## src/rtl/nt_subckt_test_sequencer.sv

```systemverilog
// Reset / LFSR-stimulus / MISR-compaction sequencer for one Nt-node subcircuit under test.
// Optional abort input is compiled in with `define NT_SEQ_ABORT_EN.
module nt_subckt_test_sequencer #(
    parameter int unsigned NUM_VECTORS = 256,
    parameter int unsigned LATENCY     = 2,
    parameter int unsigned RST_CYCLES  = 2,
    parameter logic [6:0]  SEED        = 7'h5A,
    parameter logic [15:0] GOLDEN_SIG  = 16'h0000
) (
    input  logic        I1470_clk,
    input  logic        I1477_rst,
    input  logic        start,
`ifdef NT_SEQ_ABORT_EN
    input  logic        abort,
`endif
    output logic [6:0]  dut_in,
    output logic        dut_rst,
    input  logic        dut_out,
    output logic        busy,
    output logic        done,
    output logic        pass,
    output logic [15:0] signature
);

    typedef enum logic [2:0] {IDLE, RSTDUT, APPLY, DRAIN, CHECK} state_t;

    // An all-zero LFSR would lock up, so a zero seed is replaced by 1.
    localparam logic [6:0]  SEED_EFF = (SEED == 7'h00) ? 7'h01 : SEED;
    localparam logic [15:0] LAST_VEC = 16'(NUM_VECTORS - 1);
    localparam logic [15:0] LAST_RST = 16'(RST_CYCLES - 1);
    localparam logic [15:0] LAST_DRN = (LATENCY == 0) ? 16'd0 : 16'(LATENCY - 1);

    state_t        state_q;
    logic [15:0]   cnt_q;
    logic [6:0]    lfsr_q;
    logic [15:0]   sig_q;
    logic [6:0]    dut_in_q;
    logic          dut_rst_q;
    logic          busy_q;
    logic          done_q;
    logic          pass_q;
    logic [LATENCY:0] vld_pipe_q;

    logic [6:0]    lfsr_d;
    logic [15:0]   sig_d;
    logic          start_ok;

    assign lfsr_d = {lfsr_q[5:0], lfsr_q[6] ^ lfsr_q[5]};

    // vld_pipe_q[0] marks a vector on dut_in this cycle; tap LATENCY lines up with dut_out.
    always_comb begin
        sig_d = sig_q;
        if (vld_pipe_q[LATENCY])
            sig_d = {sig_q[14:0], 1'b0} ^ ({16{sig_q[15] ^ dut_out}} & 16'h1021);
    end

`ifdef NT_SEQ_ABORT_EN
    assign start_ok = start & ~abort;
`else
    assign start_ok = start;
`endif

    always_ff @(posedge I1470_clk) begin
        if (I1477_rst) begin
            state_q    <= IDLE;
            cnt_q      <= 16'd0;
            lfsr_q     <= SEED_EFF;
            sig_q      <= 16'h0000;
            dut_in_q   <= 7'h00;
            dut_rst_q  <= 1'b1;
            busy_q     <= 1'b0;
            done_q     <= 1'b0;
            pass_q     <= 1'b0;
            vld_pipe_q <= '0;
        end
`ifdef NT_SEQ_ABORT_EN
        else if (abort && state_q != IDLE) begin
            state_q    <= IDLE;
            cnt_q      <= 16'd0;
            dut_in_q   <= 7'h00;
            dut_rst_q  <= 1'b0;
            busy_q     <= 1'b0;
            done_q     <= 1'b0;
            pass_q     <= 1'b0;
            vld_pipe_q <= '0;
        end
`endif
        else begin
            done_q        <= 1'b0;
            sig_q         <= sig_d;
            vld_pipe_q[0] <= 1'b0;
            for (int i = 1; i <= int'(LATENCY); i++)
                vld_pipe_q[i] <= vld_pipe_q[i-1];
            case (state_q)
                IDLE: begin
                    dut_rst_q <= 1'b0;
                    if (start_ok) begin
                        state_q   <= RSTDUT;
                        dut_rst_q <= 1'b1;
                        busy_q    <= 1'b1;
                        cnt_q     <= 16'd0;
                        lfsr_q    <= SEED_EFF;
                        sig_q     <= 16'h0000;
                        pass_q    <= 1'b0;
                    end
                end
                RSTDUT: begin
                    if (cnt_q == LAST_RST) begin
                        state_q       <= APPLY;
                        dut_rst_q     <= 1'b0;
                        dut_in_q      <= lfsr_q;
                        lfsr_q        <= lfsr_d;
                        vld_pipe_q[0] <= 1'b1;
                        cnt_q         <= 16'd0;
                    end else begin
                        cnt_q <= cnt_q + 16'd1;
                    end
                end
                APPLY: begin
                    if (cnt_q == LAST_VEC) begin
                        dut_in_q <= 7'h00;
                        cnt_q    <= 16'd0;
                        if (LATENCY == 0) begin
                            state_q <= CHECK;
                            done_q  <= 1'b1;
                            pass_q  <= (sig_d == GOLDEN_SIG);
                        end else begin
                            state_q <= DRAIN;
                        end
                    end else begin
                        dut_in_q      <= lfsr_q;
                        lfsr_q        <= lfsr_d;
                        vld_pipe_q[0] <= 1'b1;
                        cnt_q         <= cnt_q + 16'd1;
                    end
                end
                DRAIN: begin
                    // The last capture lands on this edge, so compare the next-state signature.
                    if (cnt_q == LAST_DRN) begin
                        state_q <= CHECK;
                        done_q  <= 1'b1;
                        pass_q  <= (sig_d == GOLDEN_SIG);
                        cnt_q   <= 16'd0;
                    end else begin
                        cnt_q <= cnt_q + 16'd1;
                    end
                end
                CHECK: begin
                    state_q <= IDLE;
                    busy_q  <= 1'b0;
                end
                default: begin
                    state_q <= IDLE;
                    busy_q  <= 1'b0;
                end
            endcase
        end
    end

    assign dut_in    = dut_in_q;
    assign dut_rst   = dut_rst_q;
    assign busy      = busy_q;
    assign done      = done_q;
    assign pass      = pass_q;
    assign signature = sig_q;

endmodule

```

## config.mk

```make
export PLATFORM = sky130hd
export DESIGN_NAME = nt_subckt_test_sequencer
export DESIGN_NICKNAME = d
export VERILOG_FILES = /design/src/rtl/nt_subckt_test_sequencer.sv
export SDC_FILE = /design/constraint.sdc
export NUM_CORES = 1
export LEC_CHECK = 0
export CORE_ASPECT_RATIO = 2
export CORE_MARGIN = 5
export CORE_UTILIZATION = 55
export CTS_CLUSTER_SIZE = 16
export DETAILED_ROUTE_END_ITERATION = 10
export GPL_ROUTABILITY_DRIVEN = 0
export PLACE_DENSITY = 0.79
export SLEW_MARGIN = 20
export SYNTH_ARGS = -nofsm -noshare
export SYNTH_HDL_FRONTEND = slang
export SYNTH_SLANG_ARGS = --single-unit
```

## constraint.sdc

```tcl
create_clock -name I1470_clk -period 4.5 [get_ports I1470_clk]
set_input_delay 0.45 -clock I1470_clk [delete_from_list [all_inputs] [get_ports I1470_clk]]
set_output_delay 0.45 -clock I1470_clk [all_outputs]
set_load 0.01 [all_outputs]
```

==> flow_summary.yaml, run 1 <==
synthesis:
  syn_area_per_cell_um2: 9.293
  synthArstFlopShare_pct: 0
  synth_nets: 268
  ys_types: 43
  synthFlopType: "dfxtp_1"
  synth_seq_cells: 56
  seq_area_frac_synth_pct: 46.04
  syn-cell-area_um2: 2435
  yosys_warnings: 0
  synth_edf_count: 0
  syn_inst: 262
sta:
  slew_viol_final: 0
  tightestPinTransition_ns: 0.9506
  fin_hold_ws_ns: 0.4507
  setup_ws_ns: 1.877
  fmax_mhz: 381.3
  period_needed_ns: 2.623
  setup_viol: 0
  fin_setup_tns_ns: 0
  period_share_pct: 58.29
  fin_skew_ns: 0.001955
  relSlewSlack_pct: 36.54
  finalHoldViolations: 0
  rsz0062_at_grt: "no"
power:
  vdd_ir_drop_max_uv: 382.2
  p_total_mw: 1.006
  cellLeakagePower_nw: 1.033
  p_per_area_nw_per_um2: 347.3
critical_path:
  worstPathRequired_ns: 4.69
  worst-setup-path-type: "reg2reg"
  cp_data_arrival_time_ns: 2.81
  rrSetupSlack_ns: 1.88
  critPathMaxStageDelay_ns: 0.55
  worstPathMaxFanout: 10
  worst_setup_path_end_kind: "flop"
  start_kind: "flop"
  crit_chain: "ha_1, or4b_1, nor4_4, o22ai_1, o21ai_4, nor2_1"
  cp_slowest_cell: "nor4_4"
routing:
  post_drt_wl_per_cell_um: 14.77
  routed_wl_mm: 5.096
  drt_drc_violations_left: 0
  vias: 1975
  drtIter0Drc: 63
  topRoutingLayerUsed: "met4"
  dr.pass1.iters: 4
  ant_nets: 0
  viasPerCell: 5.725
  wl_met3_um: 189
  met1_length_mm: 1.983
  met2_length_mm: 2.801
place:
  pre_cts_ws_ns: 1.924
  dpl_cell_area_um2: 2769
  io_buffers: 30
  hpwl_mm: 3.833
global_routing:
  grt_overflow: 0
  grt_pass1_wl_mm: 8.293
  grt_max_degree: 20
  antenna_found_initial: 0
  grt_pass1_vias: 1883
  grt_usage_pct: 17.11
run_status:
  status: "complete, no violations"
cts:
  post_cts_buffers: 0
  cts_root_buf: "clkbuf_8"
  h-tree-depth: 2
  cts_resized: 0
  cts_tree: "yes"
  cts.sinks: 56
  cts_made_buffers: 5
  cts_hold_buf: 0
  clkLatencyLatePin_ns: 0.30
  cts_buffer_depth: 2
  path_clk_slew_ns: 0.09
die:
  dieHeight_um: 104.1
  initial_core_util_pct: 56.11
  pin_count: 31
  die-area_um2: 5938
  die_x_um: 57.05
  fp-row-count: 34
  core-area_um2: 4339
run:
  drv_cap: 0
layout:
  drive_gt1_share_pct: 5.498
  design_area_um2: 2895
  area_growth_pct: 18.91
  antenna_cells: 0
  nNetsFinal: 296
min_path:
  hold_path.class: "reg2reg"
## through the flow
stage / util [%] / instances
floorplan: - / 262
global placement: 63.81 / 337
detailed placement: 63.81 / 337
CTS: 66.72 / 345
global route: 66.72 / 345
finish: 66.72 / 345
## worst max-delay path, delay by kind of cell, from the launching register on
| family | cells | cell delay (ns) |
|---|---|---|
| and+or+nand+nor | 3 | 1.12 |
| AOI/OAI and AO/OA | 2 | 0.72 |
| DFF | 1 | 0.46 |
| adders and majority gates | 1 | 0.19 |
## sequential cells by signal, indices dropped and copies added (netlist names)
register and count:
vld_pipe_q 3, pass 1, dut_rst 1, state_q 3, dut_in 7, lfsr_q 7, signature 16, busy 1
cnt_q 16, done 1
## Yosys cell counts, drive strengths merged (2+ instances only)
cell,n,area [um^2]
a211oi,2,15.01
o22a,4,35.03
xnor2,8,70.07
nand2b,4,25.02
nor2b,3,18.77
a21oi,4,20.02
nor2,41,153.9
or4,4,37.53
xor2,7,61.31
clkbuf,7,26.28
o21ai,5,36.29
o22ai,3,18.77
mux2i,24,244.0
nor3b,4,30.03
nand2,20,75.07
o32ai,2,17.52
a31oi,5,37.53
nand4,7,43.79
nor3,5,25.02
inv,13,48.80
ha,2,25.02
or3,2,12.51
nor4,8,65.06
a21o,3,22.52
nand3b,2,15.01
nand3,5,25.02
buf,2,7.510
dfxtp,56,1121
## routing by layer
metal / track usage (%) / up-vias
met3: 2.981 / 10
met2: 32.73 / 47
met4: 7.463 / 0
li1: - / 977
met5: 0 / -
met1: 17.02 / 941
## report_power, final
part	switching [mW]	total [mW]	internal, mW
clock	0.153	0.350	0.196
combinational	0.0697	0.123	0.0534
sequential	0.0203	0.533	0.512
total	0.243	1.01	0.762
## layout make-up
type	count	area (um^2)
multi-input combinational	184	1231
clock inverter	1	30.03
fill	356	1444
timing repair buffer	30	300.3
tap	54	67.56
sequential	56	1121
inverter	13	48.80
clock buffer	7	96.34
## placed cells by master, fill, tap and decap left out, types with 5 or more instances in the layout
cell type | Yosys | layout
nor4_1 | 7 | 7
nand2_1 | 20 | 20
dfxtp_1 | 56 | 56
nand4_1 | 7 | 7
clkdlybuf4s50_1 | 0 | 30
nor3_1 | 5 | 5
nand3_1 | 5 | 5
clkbuf_8 | 0 | 7
inv_1 | 13 | 13
mux2i_1 | 23 | 23
nor2_1 | 41 | 41
xor2_1 | 7 | 7
xnor2_1 | 8 | 8
## worst paths after layout
check	start	endpoint	depth (start not counted)
worst max-delay path	cnt_q[0]$_SDFFE_PP0P_	cnt_q[0]$_SDFFE_PP0P_	6
worst min-delay path	vld_pipe_q[0]$_SDFF_PP0_	vld_pipe_q[1]$_SDFF_PP0_	1
worst max register to register	cnt_q[0]$_SDFFE_PP0P_	cnt_q[0]$_SDFFE_PP0P_	6
worst min register to register	vld_pipe_q[0]$_SDFF_PP0_	vld_pipe_q[1]$_SDFF_PP0_	1
## kinds of logic (layout without fill, tap and decap cells)
family	Yosys count	in the layout	synth area share, %
flops	56	56	46.04
fa+ha+maj	2	2	1.028
buf+inv	22	51	3.392
simple gates	108	108	22.66
compound gates	35	35	11.46
xor+xnor	15	15	5.396
mux	24	24	10.02
Note: power is estimated with default switching activity, not from simulation.
==> run 2, diff against run 1 <==
- CORE_UTILIZATION: 55 -> 49
- PLACE_DENSITY: 0.79 -> 0.75
- clock period: 4.5 -> 2.1 ns (I/O delays scaled with it)
==> flow_summary.yaml, run 2 (synthesis gave the netlist of run 1 again) <==
global_routing:
  antenna_found_initial: 0
  grt_pass1_vias: 2099
  grt_usage_pct: 19.25
  grt_pass1_wl_mm: 9.639
  grt_overflow: 0
  grt_max_degree: 18
die:
  fp-row-count: 36
  core-area_um2: 4865
  initial_core_util_pct: 50.05
  pin_count: 31
  dieHeight_um: 109.7
  die-area_um2: 6564
  die_x_um: 59.85
sta:
  fin_skew_ns: 0.002719
  fmax_mhz: 460.0
  setup_ws_ns: -0.07381
  rsz0062_at_grt: "yes"
  fin_hold_ws_ns: 0.4451
  slew_viol_final: 0
  tightestPinTransition_ns: 0.6743
  setup_viol: 8
  period_share_pct: 103.5
  finalHoldViolations: 0
  relSlewSlack_pct: 54.90
  period_needed_ns: 2.174
  fin_setup_tns_ns: -0.3279
cts:
  h-tree-depth: 2
  cts_hold_buf: 0
  clkLatencyLatePin_ns: 0.31
  cts_root_buf: "clkbuf_8"
  cts_made_buffers: 5
  path_clk_slew_ns: 0.09
  cts_buffer_depth: 2
  cts.sinks: 56
  cts_tree: "yes"
layout:
  layout.cells.non_filler: 379
  drive_gt1_share_pct: 18.32
  n_fill_cell: 400
  layout_commonest_cell: "dfxtp_1"
  design_area_um2: 3213
  most-common-layout-cells: "dfxtp_1, nor2_1, clkdlybuf4s50_1, buf_4, mux2i_1"
  utilization_pct: 66.05
  antenna_cells: 0
  area_growth_pct: 31.96
  nNetsFinal: 328
power:
  cellLeakagePower_nw: 1.201
  p_per_area_nw_per_um2: 663.9
  p_total_mw: 2.133
  vdd_ir_drop_max_uv: 709.5
critical_path:
  worst-setup-path-type: "reg2reg"
  rr_worst_depth: 9
  cp_data_arrival_time_ns: 2.36
  crit_start: "cnt_q[1]$_SDFFE_PP0P_"
  worstPathRequired_ns: 2.29
  crit_end: "lfsr_q[5]$_SDFFE_PP0P_"
  rrSetupSlack_ns: -0.07
  reg2reg_to: "lfsr_q[5]$_SDFFE_PP0P_"
  start_kind: "flop"
  worstPathMaxFanout: 7
  worstReg2RegStart: "cnt_q[1]$_SDFFE_PP0P_"
  worst_setup_path_end_kind: "flop"
place:
  dpl_cell_area_um2: 2987
  hpwl_mm: 4.143
  pre_cts_ws_ns: -0.03315
  io_buffers: 30
  dp_cells: 366
min_path:
  hold_path.class: "reg2reg"
  hold_path.startpoint: "vld_pipe_q[1]$_SDFF_PP0_"
run_status:
  violations: "negative setup slack"
  status: "complete, but fails checks"
routing:
  post_drt_wl_per_cell_um: 15.35
  viasPerCell: 5.580
  drtIter0Drc: 131
  vias: 2115
  drt_drc_violations_left: 0
  routed_wl_mm: 5.818
  dr.pass1.iters: 4
  ant_nets: 0
run:
  drv_cap: 0
## run 2: cell count changes in the layout (fill, tap and decap cells not counted), moves of 2 or more
| cell | change |
|---|---|
| buf_4 | +27 |
| buf_6 | +4 |
| dfxtp_1 | -2 |
| dfxtp_2 | +2 |
| o22ai_1 | -2 |
| o32ai_1 | -2 |
## run 2: report_power, final
group | switching, mW | leakage [nW] | internal [mW]
logic | 0.207 | 0.700 | 0.194
clock network | 0.342 | 0.0473 | 0.264
registers | 0.0266 | 0.454 | 1.10
## run 2: worst min path at each step
stage,slack [ns],to,cells past startpoint
after floorplan,0.41,vld_pipe_q[1]$_SDFF_PP0_,1
after global placement,0.42,vld_pipe_q[1]$_SDFF_PP0_,1
after detailed placement,0.43,vld_pipe_q[2]$_SDFF_PP0_,1
after CTS,0.45,vld_pipe_q[2]$_SDFF_PP0_,1
after global routing,0.47,vld_pipe_q[2]$_SDFF_PP0_,1
final,0.45,vld_pipe_q[2]$_SDFF_PP0_,1
## run 2: cell type report
cell class / instances / area [um^2] / share of cell area [%]
inverters: 13 / 48.80 / 1.519
repair buffers: 61 / 548.0 / 17.06
well taps: 57 / 71.32 / 2.220
multi-input cells: 185 / 1330 / 41.39
clock buffers: 6 / 82.58 / 2.570
clock inverters: 1 / 8.758 / 0.2726
flip-flops and latches: 56 / 1124 / 34.97
## run 2: layer usage
| layer | GRT usage [%] | routed length [um] | vias to the layer above |
|---|---|---|---|
| met4 | 10.14 | 194 | 0 |
| met5 | 0 | 0 | - |
| li1 | - | - | 1043 |
| met1 | 20.24 | 2257 | 996 |
| met2 | 34.29 | 3141 | 59 |
| met3 | 4.113 | 224 | 17 |
## run 2: worst max-delay path: stages, from the launching register on
cell and delay, ns:
dfxtp_2 0.33, inv_1 0.05, ha_1 0.12, or4b_4 0.48, nor4_4 0.27, buf_6 0.18
mux2i_4 0.08, o311ai_4 0.33, buf_6 0.16, o32ai_2 0.05
## run 2: what timing repair did
action,CTS,global route
cloned,0,1
setup buffers,2,3
resized for setup,4,13
pin swaps,1,10
setup endpoints to repair,8,17
